--- config.mk ---
export PLATFORM = sky130hd
export DESIGN_NAME = ps2_mouse_tracker
export DESIGN_NICKNAME = d
export VERILOG_FILES = /design/src/rtl/ps2_mouse_tracker.sv
export SDC_FILE = /design/constraint.sdc
export NUM_CORES = 1
export LEC_CHECK = 0
export CAP_MARGIN = 20
export CORE_MARGIN = 2
export CORE_UTILIZATION = 39
export DETAILED_ROUTE_END_ITERATION = 6
export GPL_TIMING_DRIVEN = 0
export PLACE_DENSITY = 0.65
export SYNTH_ARGS = -nofsm -noshare
export SYNTH_HDL_FRONTEND = slang
export SYNTH_SLANG_ARGS = --single-unit
--- constraint.sdc ---
create_clock -name clk -period 4.59 [get_ports clk]
set_clock_uncertainty 0.1 [all_clocks]
set_input_delay 0.918 -clock clk [delete_from_list [all_inputs] [get_ports clk]]
set_output_delay 0.918 -clock clk [all_outputs]
set_load 0.03 [all_outputs]
--- src/rtl/ps2_mouse_tracker.sv ---
// PS/2 mouse packet assembler and clamped cursor tracker.
// Exposes status, X, Y and wheel as 16-bit read registers.
module ps2_mouse_tracker #(
  parameter int POS_W       = 16,
  parameter int X_MIN       = 64,
  parameter int X_MAX       = 474,
  parameter int Y_MIN       = 48,
  parameter int Y_MAX       = 356,
  parameter int X_INIT      = 268,
  parameter int Y_INIT      = 201,
  parameter int WHEEL       = 0,
  parameter int TIMEOUT_CYC = 50000
) (
  input  logic        clk,
  input  logic        rst,
  input  logic [7:0]  rx_data,
  input  logic        rx_valid,
  input  logic        rx_err,
  input  logic [1:0]  addr,
  output logic [15:0] data,
  output logic        dav,
  output logic        ack_seen
);

  localparam int SW = POS_W + 2;
  localparam int CW = (TIMEOUT_CYC > 1) ? $clog2(TIMEOUT_CYC) : 1;
  localparam logic [CW-1:0] TMO_LAST = CW'(TIMEOUT_CYC - 1);
  localparam logic signed [SW-1:0] X_LO = SW'(X_MIN);
  localparam logic signed [SW-1:0] X_HI = SW'(X_MAX);
  localparam logic signed [SW-1:0] Y_LO = SW'(Y_MIN);
  localparam logic signed [SW-1:0] Y_HI = SW'(Y_MAX);

  typedef enum logic [2:0] {
    WAIT_ACK,
    B0,
    B1,
    B2,
    B3
  } state_t;

  state_t           state;
  logic [POS_W-1:0] pos_x;
  logic [POS_W-1:0] pos_y;
  logic [7:0]       status;
  logic [7:0]       wheel_acc;
  logic [3:0]       err_cnt;
  logic [CW-1:0]    tmo_cnt;
  logic [7:0]       st_b;
  logic [7:0]       dx_b;
  logic [7:0]       dy_b;

  logic                good;
  logic                last;
  logic                busy;
  logic [7:0]          dy_fin;
  logic [7:0]          dz_ext;
  logic signed [8:0]   dx9;
  logic signed [8:0]   dy9;
  logic signed [SW-1:0] nx;
  logic signed [SW-1:0] ny;
  logic [POS_W-1:0]    cx;
  logic [POS_W-1:0]    cy;
  logic [3:0]          err_nxt;

  always_comb begin
    good    = rx_valid & ~rx_err;
    busy    = (state == B1) || (state == B2) || (state == B3);
    last    = good && ((state == B3) || (WHEEL == 0 && state == B2));
    // In 3-byte mode dy is the byte arriving on the completing cycle
    dy_fin  = (WHEEL != 0) ? dy_b : rx_data;
    dx9     = st_b[6] ? 9'sd0 : signed'({st_b[4], dx_b});
    dy9     = st_b[7] ? 9'sd0 : signed'({st_b[5], dy_fin});
    nx      = signed'({2'b00, pos_x}) + SW'(dx9);
    ny      = signed'({2'b00, pos_y}) - SW'(dy9);
    dz_ext  = {{4{rx_data[3]}}, rx_data[3:0]};
    err_nxt = (err_cnt == 4'hF) ? err_cnt : err_cnt + 4'd1;
    if (nx < X_LO)      cx = POS_W'(X_MIN);
    else if (nx > X_HI) cx = POS_W'(X_MAX);
    else                cx = nx[POS_W-1:0];
    if (ny < Y_LO)      cy = POS_W'(Y_MIN);
    else if (ny > Y_HI) cy = POS_W'(Y_MAX);
    else                cy = ny[POS_W-1:0];
  end

  always_ff @(posedge clk) begin
    if (rst) begin
      state     <= WAIT_ACK;
      pos_x     <= POS_W'(X_INIT);
      pos_y     <= POS_W'(Y_INIT);
      status    <= '0;
      wheel_acc <= '0;
      err_cnt   <= '0;
      tmo_cnt   <= '0;
      dav       <= 1'b0;
      ack_seen  <= 1'b0;
      st_b      <= '0;
      dx_b      <= '0;
      dy_b      <= '0;
    end else begin
      dav     <= 1'b0;
      tmo_cnt <= (rx_valid || !busy) ? '0 : tmo_cnt + 1'b1;
      unique case (state)
        WAIT_ACK: begin
          if (good && rx_data == 8'hFA) begin
            state    <= B0;
            ack_seen <= 1'b1;
          end
        end
        B0: begin
          if (rx_valid) begin
            if (!rx_err && rx_data[3]) begin
              st_b  <= rx_data;
              state <= B1;
            end else begin
              err_cnt <= err_nxt;
            end
          end
        end
        default: begin
          if (rx_valid && rx_err) begin
            state   <= B0;
            err_cnt <= err_nxt;
          end else if (good) begin
            if (state == B1) begin
              dx_b  <= rx_data;
              state <= B2;
            end else if (state == B2 && WHEEL != 0) begin
              dy_b  <= rx_data;
              state <= B3;
            end
          end else if (tmo_cnt == TMO_LAST) begin
            state   <= B0;
            err_cnt <= err_nxt;
          end
        end
      endcase
      if (last) begin
        status <= st_b;
        pos_x  <= cx;
        pos_y  <= cy;
        if (WHEEL != 0) wheel_acc <= wheel_acc + dz_ext;
        dav    <= 1'b1;
        state  <= B0;
      end
    end
  end

  always_comb begin
    unique case (addr)
      2'd0:    data = {ack_seen, 3'b000, err_cnt, status};
      2'd1:    data = 16'(pos_x);
      2'd2:    data = 16'(pos_y);
      default: data = {8'h00, wheel_acc};
    endcase
  end

endmodule

# Yosys cells after proc, flatten, opt, wreduce, memory -nomap -nowiden
# Cells that the tools add are included.
# Widths: inputs -> output; s select.
[word_totals]
ff_bits = 81
latchBits = 0
mem_bits_rw = 0
romBits = 0
inputBits = 14
out_inout_bits = 18
mem_count = 0
[classes]
addsub = 4
multipliers = 0
div = 0
order_cmp = 4
eq_ne = 19
shift = 0
mux = 24
bitwise_logic = 5
n_reduce_logical = 24
[ops]
columns = ["cell", "count"]
rows = [
  ["$mux 16", 4],
  ["$pmux 16 s3", 1],
  ["$gt 18x10->1 const B", 2],
  ["$mux 4", 6],
  ["$mux 3", 7],
  ["$add 17x9->18", 1],
  ["$lt 18x7->1 const B", 1],
  ["$lt 18x8->1 const B", 1],
  ["$mux 9", 2],
  ["$sub 17x9->18", 1],
  ["$add 16x1->16 const B", 1],
  ["$eq 16x16->1 const B", 1],
  ["$reduce_and 5->1", 3],
  ["$ne 3x3->1 const B", 3],
  ["$eq 8x8->1 const B", 1],
  ["$ne 2x2->1 const B", 4],
  ["$pmux 4 s2", 1],
  ["$eq 3x2->1 const B", 2],
  ["$ne 6x1->1 const B", 1],
  ["$pmux 3 s2", 1],
  ["$reduce_bool 6->1", 1],
  ["$reduce_or 2->1", 3],
  ["$ne 5x1->1 const B", 1],
  ["$reduce_bool 5->1", 1],
  ["other kinds (19)", 30],
]

# Depth between registers and ports, before layout
# Gate-level depths: netlist (run 1).
[depth]
word_depth = 6
mapped_depth = 14

# Worst setup path before layout (run 1)
# Ideal clock, no wire load.
[synth_timing]
path_type = "input to register"
start = "input rx_data[0]"
end = "register pos_y[6]"
arrival_time_ps = 3766
path_slack_ps = 602
cell_stages = 13
path_buffers = 0
cell_sequence = "nor2b_1 > ha_1 > inv_1 > fa_1 > a211oi_2 > o211ai_2 > a21oi_2 > mux2i_1 > a21oi_1 > a2111o_1 > or3_1 > o31a_1 > a221o_1"
[synth_between]
elab_chain_cells = 5
word_cells_on_any_way = 6
cone_classes = "1 x add/sub; 2 x order compare; 3 x mux"
[synth_lines]
columns = ["element", "line_no", "text"]
rows = [
  ["start: declaration", "16", "input logic [7:0] rx_data,"],
  ["$mux 9 *", "72", "dy9 = st_b[7] ? 9'sd0 : signed'({st_b[5], dy_fin});"],
  ["$sub 17x9->18 *", "74", "ny = signed'({2'b00, pos_y}) - SW'(dy9);"],
  ["$gt 18x10->1", "81", "else if (ny > Y_HI) cy = POS_W'(Y_MAX);"],
  ["$mux 16", "81", ""],
  ["$mux 16 *", "80", "if (ny < Y_LO) cy = POS_W'(Y_MIN);"],
  ["end signal: assignment", "89", "pos_y <= POS_W'(Y_INIT);"],
  ["end signal: assignment", "140", "pos_y <= cy;"],
  ["end: declaration", "43", "logic [POS_W-1:0] pos_y;"],
]
# Every way passes the cells marked *; elsewhere a longest branch is shown, timed or not.
# A chain may end at the register's enable or synchronous reset.

# Worst setup path after layout (run 1)
[layout_timing]
start = "input addr[0]"
end = "output data[8]"
[layout_between]
elab_chain_cells = 2
word_cells_on_any_way = 4
cone_classes = "2 x eq/ne; 1 x mux; 1 x reduce/logical"
[layout_lines]
columns = ["element", "line_no", "text"]
rows = [
  ["start: declaration", "19", "input logic [1:0] addr,"],
  ["$eq 2x2->1, or another cell as far along", "149", "unique case (addr)"],
  ["$pmux 16 s3 *", "149", ""],
  ["end: declaration", "20", "output logic [15:0] data,"],
]
# Marked as above.

==> run summary, run 1 <==
STATUS
----------------------------------------------------------------------------------------
Status .................................................................... finished, final reports clean

FLOORPLAN
----------------------------------------------------------------------------------------
Starting density of the core ..............................................        39.8%
Overall die area ..........................................................   14400 um^2
Vertical die dimension ....................................................       120 um
Die Wd ....................................................................       120 um
Number of ports placed on the die boundary ................................           32
Core Footprint ............................................................   13200 um^2
Number of core rows .......................................................           42

LOGIC SYNTHESIS
----------------------------------------------------------------------------------------
Prevailing post-synth register cell ....................................... sky130_fd_sc_hd__dfxtp_1
Count of different cell masters after synthesis ...........................           73
Cell accounting for the most synthesized area ............................. sky130_fd_sc_hd__dfxtp_1
Synthesized area per cell .................................................    7.93 um^2
Yosys warnings ............................................................            0
Instance count of the mapped netlist ......................................          662
Count of flip-flops with a built-in enable after synthesis ................            0
Ys async rst share ........................................................           0%
Dominant cell by count in the synthesized netlist ......................... sky130_fd_sc_hd__dfxtp_1
Syn nets ..................................................................          705
Number of flip-flops and latches in the synthesized netlist ...............           80
Share of the yosys chip area belonging to registers .......................        30.5%
Mapped Area ...............................................................    5250 um^2
Leading post-synthesis cells by instance count ............................ sky130_fd_sc_hd__dfxtp_1, sky130_fd_sc_hd__nor2_1, sky130_fd_sc_hd__nand2_1
Largest cells by area after synthesis ..................................... sky130_fd_sc_hd__dfxtp_1, sky130_fd_sc_hd__ha_1, sky130_fd_sc_hd__mux2i_1
Post-synth top area share .................................................        30.5%

PLACED DESIGN
----------------------------------------------------------------------------------------
Half-perimeter wire length after detailed placement .......................     11100 um
Final Wtd Congestion ......................................................        0.898
Placed cell areas .........................................................    5770 um^2
Number of input and output port buffers inserted ..........................           30

PWR
----------------------------------------------------------------------------------------
Total power draw ..........................................................      1.53 mW
Leakage ...................................................................      2.25 nW
PD cells ..................................................................  251 nW/um^2
Worst IR drop on VDD ......................................................     0.172 mV

GLOBAL ROUTE
----------------------------------------------------------------------------------------
Global-route wire length before repair ....................................     23100 um
Initial antenna violation count ...........................................            0
All-layer global routing usage ............................................        20.0%
Total gr overflow .........................................................            0
Maximum number of pins on one net before global-route repair ..............           15
Vias in the first global route ............................................         4677

CLOCK TREE
----------------------------------------------------------------------------------------
CTS clock-pin slew for the worst setup and hold paths .....................      0.06 ns
Longest Clk Path Bufs .....................................................            2
Number of clock buffers inserted by TritonCTS .............................            9
TritonCTS clock tree ......................................................          yes
Root Driver ............................................................... sky130_fd_sc_hd__clkbuf_16
Latest clock arrival within the worst-skew pair ...........................      0.34 ns
Number of buffers inserted by hold repair at cts ..........................            0
Number of clock sinks .....................................................           80
Deepest level of the CTS H-tree ...........................................            3

WORST SETUP PATH
----------------------------------------------------------------------------------------
Worst Path Required .......................................................      3.57 ns
Cell with the biggest individual delay on the critical path ............... sky130_fd_sc_hd__clkdlybuf4s50_1
Critical path, cell by cell ............................................... clkdlybuf4s50_1 > nor2b_1 > clkbuf_1 > clkbuf_1 > nand2_1 > o21ai_0 > clkdlybuf4s50_1
Setup crit start kind .....................................................   input port
Critical Path Fanout Max ..................................................           10
Arrival time worst endpoint ...............................................      3.38 ns
Reg-to-reg endpoint .......................................................     pos_x[4]
CP max stage delay ........................................................      0.73 ns
Setup slack on the worst flop-to-flop path ................................      0.50 ns
Worst reg2reg path depth ..................................................           13
Worst reg2reg startpoint ..................................................      st_b[6]
Classification of the worst setup path .................................... input port to primary output
Critical path endpoint category ........................................... primary output

WORST HOLD PATH
----------------------------------------------------------------------------------------
Startpoint of the worst hold path .........................................   tmo_cnt[0]
Worst min-delay path category ............................................. register to register
Worst hold path endpoint ..................................................   tmo_cnt[0]
Cells on Worst Hold Path ..................................................            1

STA
----------------------------------------------------------------------------------------
F_max .....................................................................      227 MHz
Setup tns final ...........................................................         0 ns
Transition time at the pin with the least slew margin .....................     0.886 ns
Number of hold-slack violations in the final timing report ................            0
Slew Limit Fails ..........................................................            0
Fin crit period ...........................................................      4.40 ns
Portion of the clock cycle consumed by the worst path in the final layout .        95.9%
Slew margin rel. ..........................................................        40.7%
Unrepaired setup endpoints after global routing ...........................        false
Final setup violation count ...............................................            0

DETAILED ROUTING
----------------------------------------------------------------------------------------
Total Wirelength ..........................................................     14100 um
DR vias/cell ..............................................................         5.45
Remaining antenna violation count after routing ...........................            0
Number of optimization iterations in the first detailed-route pass ........            5
Drt wl/cell ...............................................................      16.0 um
Number of violations reported at the end of detailed-routing iteration 0 ..          366
Total number of vias ......................................................         4817
Residual DRC ..............................................................            0

CELLS AND AREA
----------------------------------------------------------------------------------------
Post-route cell area ......................................................    6080 um^2
Number of nets in the layout ..............................................          747
P&R area growth vs syn ....................................................        15.8%
Antenna Cells .............................................................            0
Fraction of final layout cells sized beyond drive strength 1 ..............        6.36%

JOB
----------------------------------------------------------------------------------------
Max cap viols .............................................................            0

-- cells by family after synthesis --
| group | count (synthesis) | share of synthesized area [%] |
|---|---|---|
| adders and majority gates | 29 | 7.20 |
| buffers and inverters | 48 | 3.69 |
| DFF | 80 | 30.5 |
| AOI/OAI and AO/OA | 160 | 20.5 |
| and+or+nand+nor | 273 | 25.2 |
| xor gates and xnor gates | 39 | 6.51 |
| muxes | 33 | 6.39 |
-- layer usage --
| metal | global-route usage [%] | up-vias | wire length, um | part of all wire [%] |
|---|---|---|---|---|
| met5 | 0 | - | 0 | 0 |
| met4 | 6.40 | 0 | 226 | 1.6 |
| met3 | 2.19 | 14 | 427 | 3.0 |
| met2 | 35.5 | 93 | 6960 | 49 |
| met1 | 25.2 | 2278 | 6520 | 46 |
| li1 | - | 2432 | - | - |
-- worst max path at each step --
stage / endpoint / depth (start not counted) / slack, ns / startpoint
2_1_floorplan: pos_y[6] / 13 / 0.60 / rx_data[0]
3_3_place_gp: pos_y[6] / 14 / -0.35 / rx_data[0]
3_5_place_dp: pos_y[6] / 14 / -0.36 / rx_data[0]
4_1_cts: pos_y[6] / 14 / 0.05 / rx_data[0]
5_1_grt: pos_y[6] / 12 / 0.02 / rx_data[1]
6_report: data[8] / 7 / 0.19 / addr[0]
-- where the power goes --
part | total [mW] | internal [mW] | switching [mW]
clock | 0.707 | 0.420 | 0.287
combinational | 0.127 | 0.0499 | 0.0770
sequential | 0.694 | 0.694 | 0.0000421
-- state kept, by name (all words and copies together), names as in the netlist --
signal / cells
pos_y: 16
dx_b: 8
ack_seen: 1
st_b: 8
pos_x: 16
dav: 1
state: 2
tmo_cnt: 16
err_cnt: 4
status: 8
-- repair_timing --
item                                    in CTS  in global routing
endpoints found under the setup margin       1                  8
resized for setup                            0                  2
pin swaps                                    1                  0
setup buffers                                1                  0
-- cells in the final DEF (no fill, tap or decap), types with 9 or more instances in the layout --
cell,netlist,routed
sky130_fd_sc_hd__clkbuf_1,24,24
sky130_fd_sc_hd__clkbuf_16,0,9
sky130_fd_sc_hd__mux2i_1,31,31
sky130_fd_sc_hd__dfxtp_1,80,80
sky130_fd_sc_hd__nor2_1,78,78
sky130_fd_sc_hd__and2_1,13,13
sky130_fd_sc_hd__xnor2_1,19,19
sky130_fd_sc_hd__ha_1,27,27
sky130_fd_sc_hd__nand3_1,21,21
sky130_fd_sc_hd__nor2b_1,16,16
sky130_fd_sc_hd__o21ai_0,35,35
sky130_fd_sc_hd__nand2b_1,11,11
sky130_fd_sc_hd__clkdlybuf4s50_1,0,29
sky130_fd_sc_hd__xor2_1,20,20
sky130_fd_sc_hd__nor3_1,15,15
sky130_fd_sc_hd__and3_1,9,9
sky130_fd_sc_hd__a21oi_1,44,44
sky130_fd_sc_hd__nand2_1,77,77
sky130_fd_sc_hd__inv_1,17,17
-- through the flow --
step	cells	hold WS [ns]	setup slack, ns	util [%]
6_report	884	0.342	0.188	46.1
5_1_grt	884	0.373	0.0244	46.1
4_1_cts	884	0.351	0.0537	46.0
3_5_place_dp	868	0.337	-0.365	43.7
3_3_place_gp	868	0.330	-0.349	43.7
2_1_floorplan	662	0.318	0.602	-
-- critical path, delay by kind of cell --
family / cells / cell delay, ns
buffers and inverters: 4 / 2.06
AND/OR/NAND/NOR: 2 / 0.25
AO/OA/AOI/OAI: 1 / 0.15
-- area by class of cell --
type	instances	area, um^2
Clock buffer	9	225
Sequential cell	80	1600
Fill cell	1278	7110
Inverter	17	63.8
Multi-Input combinational cell	534	3460
Buffer	31	130
Tap cell	176	220
Clock inverter	6	70.1
Timing Repair Buffer	31	310
No activity file was read; power rests on OpenSTA's default activity.
==> run 2: changes to the inputs <==
Settings changed: CORE_UTILIZATION 39 to 60, PLACE_DENSITY 0.65 to 0.89.
==> run 2 against run 1 <==
  * Cell count shrank 7.7%
  * Routed wire length is essentially flat
  * Non-clock buffer count shrank 1
  * Via count grew 7.2%
  * Cell area shrank 3.1%
  * Setup slack lost 0.011 ns
  * Die area shrank 34%
  * Combinational power is essentially flat
  * Critical path depth is the same
  * Critical endpoint is now data[9]
  * Largest cell class unchanged
  * Largest power group is now sequential cells
==> run summary, run 2 (synthesis gave the netlist of run 1 again) <==
STATUS
----------------------------------------------------------------------------------------
Status .................................................................... finished, final reports clean

WORST SETUP PATH
----------------------------------------------------------------------------------------
Critical Path Fanout Max ..................................................           10
Worst Path Required .......................................................      3.57 ns
Setup slack on the worst flop-to-flop path ................................      0.57 ns
Buf/Inv on CP .............................................................            4
Classification of the worst setup path .................................... input port to primary output
Largest delay contributor family on the critical path ..................... buffers and inverters
CP max stage delay ........................................................      0.73 ns
Arrival time worst endpoint ...............................................      3.39 ns
Setup crit start kind .....................................................   input port
Cell with the biggest individual delay on the critical path ............... sky130_fd_sc_hd__clkdlybuf4s50_1
Critical path, cell by cell ............................................... clkdlybuf4s50_1 > nor2b_1 > clkbuf_1 > clkbuf_1 > nand2_1 > o21ai_0 > clkdlybuf4s50_1
Critical path endpoint category ........................................... primary output

DETAILED ROUTING
----------------------------------------------------------------------------------------
Drt wl/cell ...............................................................      17.3 um
Number of optimization iterations in the first detailed-route pass ........            5
Residual DRC ..............................................................            0
Top layer reached by signal wires .........................................         met4
Detailed-routing wirelength on met1 .......................................      5900 um
DR vias/cell ..............................................................         6.33
Met3 wire length ..........................................................       783 um
Wire length on met2 .......................................................      6930 um
Remaining antenna violation count after routing ...........................            0
Total Wirelength ..........................................................     14100 um
Number of violations reported at the end of detailed-routing iteration 0 ..          416
Total number of vias ......................................................         5163

PLACED DESIGN
----------------------------------------------------------------------------------------
Number of input and output port buffers inserted ..........................           30
Final Wtd Congestion ......................................................        0.944
Post-placement worst setup slack ..........................................    -0.325 ns
Cells after DPL ...........................................................          800
Half-perimeter wire length after detailed placement .......................     11000 um

GLOBAL ROUTE
----------------------------------------------------------------------------------------
All-layer global routing usage ............................................        30.3%
Global-route wire length before repair ....................................     23800 um
Total gr overflow .........................................................            0
Maximum number of pins on one net before global-route repair ..............           15
Vias in the first global route ............................................         5075
Initial antenna violation count ...........................................            0

STA
----------------------------------------------------------------------------------------
Transition time at the pin with the least slew margin .....................     0.820 ns
F_max .....................................................................      227 MHz
Number of hold-slack violations in the final timing report ................            0
Unrepaired setup endpoints after global routing ...........................        false
Portion of the clock cycle consumed by the worst path in the final layout .        96.1%
Fin crit period ...........................................................      4.41 ns
Setup tns final ...........................................................         0 ns
Fin worst setup slack .....................................................     0.177 ns
Slew margin rel. ..........................................................        45.1%
Final setup violation count ...............................................            0
Slew Limit Fails ..........................................................            0

CELLS AND AREA
----------------------------------------------------------------------------------------
Largest registers in the final layout ..................................... pos_x (16), pos_y (16), tmo_cnt (16)
Count of filler cells inserted in the layout ..............................          666
Antenna Cells .............................................................            0
Post-layout util ..........................................................        68.6%
Fraction of final layout cells sized beyond drive strength 1 ..............        6.07%
Commonest non-fill, non-tap cell in the layout ............................ sky130_fd_sc_hd__dfxtp_1
Post-layout instance count excluding filler cells .........................          816
Commonest cells after routing, fill and taps aside ........................ sky130_fd_sc_hd__dfxtp_1, sky130_fd_sc_hd__nor2_1, sky130_fd_sc_hd__nand2_1
P&R area growth vs syn ....................................................        12.2%
Number of nets in the layout ..............................................          746

CLOCK TREE
----------------------------------------------------------------------------------------
Longest Clk Path Bufs .....................................................            2
Number of clock sinks .....................................................           80
Deepest level of the CTS H-tree ...........................................            3
Number of clock buffers inserted by TritonCTS .............................            9
Number of buffers inserted by hold repair at cts ..........................            0
Setup fix buffers added after clock tree synthesis ........................            0
Root Driver ............................................................... sky130_fd_sc_hd__clkbuf_8
TritonCTS clock tree ......................................................          yes
CTS clock-pin slew for the worst setup and hold paths .....................      0.08 ns
Latest clock arrival within the worst-skew pair ...........................      0.36 ns

FLOORPLAN
----------------------------------------------------------------------------------------
Starting density of the core ..............................................        61.1%
Vertical die dimension ....................................................      97.5 um
Number of core rows .......................................................           34
Number of ports placed on the die boundary ................................           32
Die Wd ....................................................................      97.5 um
Overall die area ..........................................................    9510 um^2
Core Footprint ............................................................    8590 um^2

PWR
----------------------------------------------------------------------------------------
Worst IR drop on VDD ......................................................     0.142 mV
PD cells ..................................................................  228 nW/um^2
Leakage ...................................................................      2.21 nW

WORST HOLD PATH
----------------------------------------------------------------------------------------
Worst min-delay path category ............................................. register to register

JOB
----------------------------------------------------------------------------------------
Max cap viols .............................................................            0

## run 2: tightest hold or removal path, cell delays in order, from the launching register on
cell	delay, ns
sky130_fd_sc_hd__dfxtp_1	0.31
sky130_fd_sc_hd__nand2_1	0.05
sky130_fd_sc_hd__a21oi_1	0.05
## run 2: where the power goes
part	leakage, nW	switching [mW]	internal (mW)
Clock	0.0968	0.270	0.254
Sequential	0.644	0.0000419	0.693
Combinational	1.47	0.0780	0.0491
Total	2.21	0.348	0.997
## run 2: area by class of cell
cell class / count / area (um^2) / share of cell area [%]
plain buffers: 31 / 130 / 2.21
flip-flops and latches: 80 / 1600 / 27.2
multi-input cells: 534 / 3460 / 58.8
clock inverters: 6 / 68.8 / 1.17
well taps: 108 / 135 / 2.29
repair buffers: 30 / 303 / 5.14
inverters: 17 / 63.8 / 1.08
clock buffers: 10 / 128 / 2.17
## run 2: timing repair
action / in CTS / in global routing
resized for setup: 0 / 2
setup endpoints to repair: 0 / 8
hold endpoints to repair: 0 / 0
## run 2: through the flow
step / instance area [um^2] / hold WS, ns / power, mW
after floorplan: 5250 / 0.318 / 0.791
after global placement: 5690 / 0.327 / 0.830
after detailed placement: 5690 / 0.339 / 0.833
after CTS: 5880 / 0.357 / 1.34
after global routing: 5890 / 0.385 / 1.38
final: 5890 / 0.358 / 1.34
## run 2: layer usage
layer	GRT usage, %	up-vias
met5	0	-
met4	13.8	0
met3	5.04	53
met2	52.6	200
met1	36.5	2475
li1	-	2435
## run 2: final timing paths
check / start / end / cells after the start
worst max-delay path: addr[0] / data[9] / 7
worst min-delay path: status[7] / status[7] / 2
worst max register to register: st_b[6] / pos_x[1] / 13
worst min register to register: status[7] / status[7] / 2
==> run 3: changes to the inputs <==
Settings changed: CAP_MARGIN 20 to 30.
==> results of run 3 <==
The final DEF is identical to that of run 2; final timing and power are the same.
